`src/rtl/permute_round_ctrl.sv`:
```
// Round/step sequencer for the 25-bit 5x5 permutation datapath.
// Loads the input line, walks NUM_STEPS steps per round for NUM_ROUNDS rounds, then pulses done.
module permute_round_ctrl #(
  parameter int NUM_ROUNDS = 24,
  parameter int NUM_STEPS  = 5,
  parameter int ROUND_W    = 5
) (
  input  logic                 clk_i,
  input  logic                 rst_i,
  input  logic                 start_i,
  input  logic                 hold_i,
  output logic                 ready_o,
  output logic                 load_en_o,
  output logic [NUM_STEPS-1:0] step_en_o,
  output logic                 state_we_o,
  output logic [ROUND_W-1:0]   round_idx_o,
  output logic                 done_o
);
  localparam int STEP_W = (NUM_STEPS > 1) ? $clog2(NUM_STEPS) : 1;

  typedef enum logic [1:0] {IDLE, LOAD, RUN, DONE} state_e;

  state_e              state_q, state_d;
  logic [STEP_W-1:0]   step_q, step_d;
  logic [ROUND_W-1:0]  round_q, round_d;
  logic                last_step, last_round, stepping;

  assign last_step  = (step_q == STEP_W'(NUM_STEPS - 1));
  assign last_round = (round_q == ROUND_W'(NUM_ROUNDS - 1));
  assign stepping   = (state_q == RUN) && !hold_i;

  always_comb begin
    state_d = state_q;
    step_d  = step_q;
    round_d = round_q;
    unique case (state_q)
      IDLE: if (start_i) state_d = LOAD;
      LOAD: begin
        step_d  = '0;
        round_d = '0;
        state_d = RUN;
      end
      RUN: if (!hold_i) begin
        if (last_step) begin
          step_d = '0;
          // Round stays at its terminal value through DONE for the constant lookup.
          if (last_round) state_d = DONE;
          else            round_d = round_q + ROUND_W'(1);
        end else begin
          step_d = step_q + STEP_W'(1);
        end
      end
      DONE: begin
        step_d  = '0;
        round_d = '0;
        state_d = IDLE;
      end
      default: state_d = IDLE;
    endcase
  end

  always_ff @(posedge clk_i) begin
    if (rst_i) begin
      state_q <= IDLE;
      step_q  <= '0;
      round_q <= '0;
    end else begin
      state_q <= state_d;
      step_q  <= step_d;
      round_q <= round_d;
    end
  end

  // hold gates the step strobe in the same cycle so a stalled step is replayed.
  assign step_en_o   = stepping ? (NUM_STEPS'(1) << step_q) : '0;
  assign state_we_o  = stepping;
  assign ready_o     = (state_q == IDLE);
  assign load_en_o   = (state_q == LOAD);
  assign done_o      = (state_q == DONE);
  assign round_idx_o = round_q;

endmodule

```
`config.mk`:
```
export PLATFORM = sky130hd
export DESIGN_NAME = permute_round_ctrl
export DESIGN_NICKNAME = d
export VERILOG_FILES = /design/src/rtl/permute_round_ctrl.sv
export SDC_FILE = /design/constraint.sdc
export NUM_CORES = 1
export LEC_CHECK = 0
export ABC_AREA = 1
export CAP_MARGIN = 10
export CORE_UTILIZATION = 49
export DETAILED_ROUTE_END_ITERATION = 7
export PLACE_DENSITY = 0.78
export SYNTH_ARGS = -nofsm -noshare
export SYNTH_HDL_FRONTEND = slang
export SYNTH_SLANG_ARGS = --single-unit
```
`constraint.sdc`:
```
create_clock -name clk_i -period 1.39 [get_ports clk_i]
set_input_delay 0.278 -clock clk_i [delete_from_list [all_inputs] [get_ports clk_i]]
set_output_delay 0.278 -clock clk_i [all_outputs]
set_load 0.005 [all_outputs]
```
# Word level (Yosys, flattened, before mapping)
# Cells that the tools add are included.
[totals]
reg_bits = 10
latchBits = 0
ram_bits = 0
mem_bits_ro = 0
inputBits = 4
out_inout_bits = 14
word_cells = 37
n_memories = 0
[op_classes]
n_addsub = 2
n_mul = 0
div = 0
magnitude_cmp = 0
n_eq_ne = 10
shifts = 1
mux = 13
bitwise = 0
n_reduce_logical = 8
[ops]
columns = ["op", "count"]
rows = [
  ["two-way mux 5 bit", 4],
  ["!= test 2 bit (second input constant)", 5],
  ["one-hot mux 5 bit (2 select lines)", 1],
  ["two-way mux 2 bit", 4],
  ["one-hot mux 2 bit (4 select lines)", 1],
  ["AND reduction 4 bit", 2],
  ["two-way mux 3 bit", 2],
  ["one-hot mux 3 bit (2 select lines)", 1],
  ["adder 5 x 1 -> 5 bit (second input constant)", 1],
  ["equality test 5 bit (second input constant)", 1],
  ["left shift 1 x 3 -> 5 bit (first input constant)", 1],
  ["equality test 2 bit (second input constant)", 2],
  ["adder 3 x 1 -> 3 bit (second input constant)", 1],
  ["equality test 3 bit (second input constant)", 1],
  ["equality test 2 x 1 -> 1 bit (second input constant)", 1],
  ["logical NOT 2 bit", 1],
  ["AND reduction 2 bit", 1],
  ["nonzero test 2 bit", 1],
  ["OR reduction 2 bit", 1],
  ["logical AND 1 bit", 1],
  ["logical NOT 1 bit", 1],
]

# Logic depth before layout (Yosys ltp)
[depth]
word_depth = 5
depth_mapped = 9

# Least setup slack after synthesis
# OpenSTA, ideal clock, no wires.
[synth_path]
kind = "register -> register"
startpoint = "register state_q[0]"
endpoint = "register step_q[1]"
setup_time_ps = 117
arrival_ps = 1160
required_time_ps = 1273
slack_ps = 113
stages_incl_launch_ff = 9
n_path_buf = 0
period_less_slack_ps = 1277
path_cell_list = "dfxtp_1 > inv_1 > ha_1 > inv_1 > nand2_4 > nand2_2 > inv_2 > a21oi_1 > nor2_1"
[synth_via]
elab_chain_cells = 4
word_cells_on_any_way = 8
[synth_rtl]
columns = ["item", "line", "text"]
rows = [
  ["from (decl)", "23", "state_e state_q, state_d;"],
  ["from (signal assigned)", "68", "state_q <= state_d;"],
  ["equality test 2 x 1 -> 1 bit or equality test 2 bit (tied branches)", "36", "unique case (state_q)"],
  ["OR reduction 2 bit (no source line)", "-", ""],
  ["nonzero test 2 bit (no source line)", "-", ""],
  ["AND reduction 2 bit (no source line)", "-", ""],
  ["to (signal assigned)", "69", "step_q <= step_d;"],
  ["to (decl)", "24", "logic [STEP_W-1:0] step_q, step_d;"],
]
# Parallel ways exist; a longest one is shown, timed or not.
# A chain may end at the register's enable or synchronous reset.

# Worst setup path in the final report
[layout_path]
startpoint = "register state_q[0]"
endpoint = "output port step_en_o[0]"
[layout_via]
elab_chain_cells = 3
[layout_rtl]
columns = ["item", "line", "text"]
rows = [
  ["equality test 2 bit", "30", "assign stepping = (state_q == RUN) && !hold_i;"],
  ["logical AND 1 bit", "30", ""],
  ["two-way mux 5 bit", "75", "assign step_en_o = stepping ? (NUM_STEPS'(1) << step_q) : '0;"],
  ["to (decl)", "14", "output logic [NUM_STEPS-1:0] step_en_o,"],
]
# No other way between the ends.

==> run metrics <==
result of the run=complete, but fails checks; failing checks=setup timing; largest net degree at the start of global routing=9; P&R area growth vs syn=81.80%; Peak supply drop=0.001401 V; core area=1524 um^2; Clock Skews=6.413 ps; Max clock buf depth=2; CP Capture Type=output pin; Top-Level Pins=18; ant diodes=0; Hold Path Cell Cnt=2; Yosys top cell by area=dfxtp_1; Synth area leaders=dfxtp_1, ha_1, inv_1; register area share after synthesis=24.88%; Crit-path slowest cell=dfxtp_2; share of layout cells above drive strength 1=about three fifths; std cell rows=14; ys async rst share=0%; Vias/cell=6.339; total gr overflow=0; TritonCTS Buffers=3; vias in the first global route=slightly above 900; worst skew pair latency=300 ps; synthesized flop and latch total=10; chip height=42.52 um; clock tree from TritonCTS=yes; setup ws final=-209.2 ps; Initial Util=52.79%; initial antenna violation count=0; Final Wtd Congestion=0.9201; cells after synthesis=115; Final setup viols=18; CTS root buf=clkbuf_4; Hold Slack=~590 ps; syn_nets=130; Post-Syn Area=just over 800 um^2; Num Clock Sinks=10; Pre-antenna DRT Iters=4; WL final=3.817 mm; DP Wirelength=~1.4 mm; die area=1808 um^2; # H-tree levels=1; Buffers on Ports=17; synth unique cells=20; commonest cells in the netlist=inv_1, nand2_1, nor2_1; final net count=181; Inst Count DP=161; period utilization=115.0%; Final Hold Vio Count=0; Bufs and invs on worst path=3; Die X=42.52 um; Critical Path, Cell by Cell=inv_2, ha_4, buf_6, nand2_8, nor2_2, buf_2; delay-heaviest family, CP=flip-flops; Yosys top cell area share=between 20% and 30%; initial drt markers=53; Post-synth EDFFs=0; minimum clock period=1599 ps; max-slew violation count=0; R2R depth=9; cell depth of the worst setup path=6; Worst-Margin Slew=277.1 ps; Arrival @ worst endpoint=1320 ps; non-filler cells in the finished layout=180; Hold Crit Class=reg2reg; Max Cap Viol=0; RSZ-0062 raised after global routing=true; most common cell in the netlist=inv_1; routed via count=between 1000 and 1500; gr usage total=31.47%; worst rel slew slack=about four fifths; CP max stage delay=330 ps; CP Launch Type=flop; critical path type=reg2out; Detail Route Antenna Nets=0; Synth warnings=0; WL/cell=21.21 um; Pleak=0.7717 nW; Setup TNS Final=-1499 ps; Worst EP required=approximately 1100 ps; ys flop type=dfxtp_1; # DRC=0; first-pass GRT wire length=around 4.2 mm; fmax=approximately 630 MHz; Max Fanout on Critical Path=5; power per cell area=1925 nW/um^2; syn avg cell area=6.996 um^2; Tot Pwr=about 2.8 mW; Reg clk slew, reported paths=90 ps
[per-stage QoR]
stage | util [%] | instance area (um^2) | worst slack, ps
2_1_floorplan | - | 804.5 | 113.1
3_3_place_gp | 71.67 | 1092 | -431.5
3_5_place_dp | 71.67 | 1092 | -457.2
4_1_cts | 85.39 | 1301 | -88.42
5_1_grt | 95.98 | 1463 | -235.7
6_report | 95.98 | 1463 | -209.2
[timing repair]
| item | in CTS | in global routing |
|---|---|---|
| setup buffers | 10 | 5 |
| gates resized for setup | 79 | 37 |
| endpoints found under the hold margin | 0 | 0 |
| pin swaps | 10 | 9 |
| endpoints found under the setup margin | 20 | 24 |
| gates cloned | 1 | 0 |
| hold buffers | 0 | 0 |
[metal layers]
| layer | up-vias | share of wire, % | GRT usage [%] |
|---|---|---|---|
| met4 | 0 | 8.1 | 13.13 |
| met1 | 528 | 35 | 34.91 |
| met5 | - | 0 | 0 |
| met2 | 105 | 48 | 54.46 |
| met3 | 45 | 8.9 | 10.34 |
| li1 | 463 | - | - |
[path summary, 6_finish.rpt]
path              startpoint              to  slack (ps)
setup / recovery  state_q[0]    step_en_o[0]        -210
hold / removal     step_q[0]       step_q[0]         590
setup reg to reg  state_q[0]  round_idx_o[4]        -140
hold reg to reg    step_q[0]       step_q[0]         590
[registers in the layout, indices dropped and copies added, names as in the netlist]
| name | cells |
|---|---|
| state_q | 2 |
| round_idx_o | 5 |
| step_q | 3 |
[layout make-up]
class / count / area, um^2
clock buffer: 3 / 22.52
fill: 41 / 61.31
inverter: 23 / 101.3
multi-input combinational: 83 / 704.4
sequential: 10 / 217.7
tap: 16 / 20.02
timing repair buffer: 45 / 396.6
[cell usage in the layout, fill, tap and decap left out, drive strengths merged, types with 4 or more instances in the layout]
cell / instances
clkbuf: 4
dlymetal6s2s: 5
a21oi: 6
nand3: 10
nor2: 16
buf: 35
inv: 23
dfxtp: 10
ha: 11
o21ai: 4
nand2: 29
[worst register-to-register path, delay by kind of cell, from the launching register on]
kind                     cells  cell delay, ps
AO/OA/AOI/OAI                2             380
adder cells (fa/ha/maj)      1             160
buffers and inverters        4             430
flip-flops                   1             330
AND/OR/NAND/NOR              2             150
[power by group]
part           leakage, nW  internal [mW]  switching (mW)  total (mW)
clock               0.0138          0.101           0.141       0.243
sequential          0.0858          0.405          0.0812       0.487
combinational        0.672          0.908            1.18        2.09
[kinds of logic after synthesis]
kind of cell / share of synthesized area, %
simple gates: 37.64
fa+ha+maj: 17.11
buf+inv: 10.89
compound gates: 9.488
flops: 24.88
(Power assumes the default switching activity.)
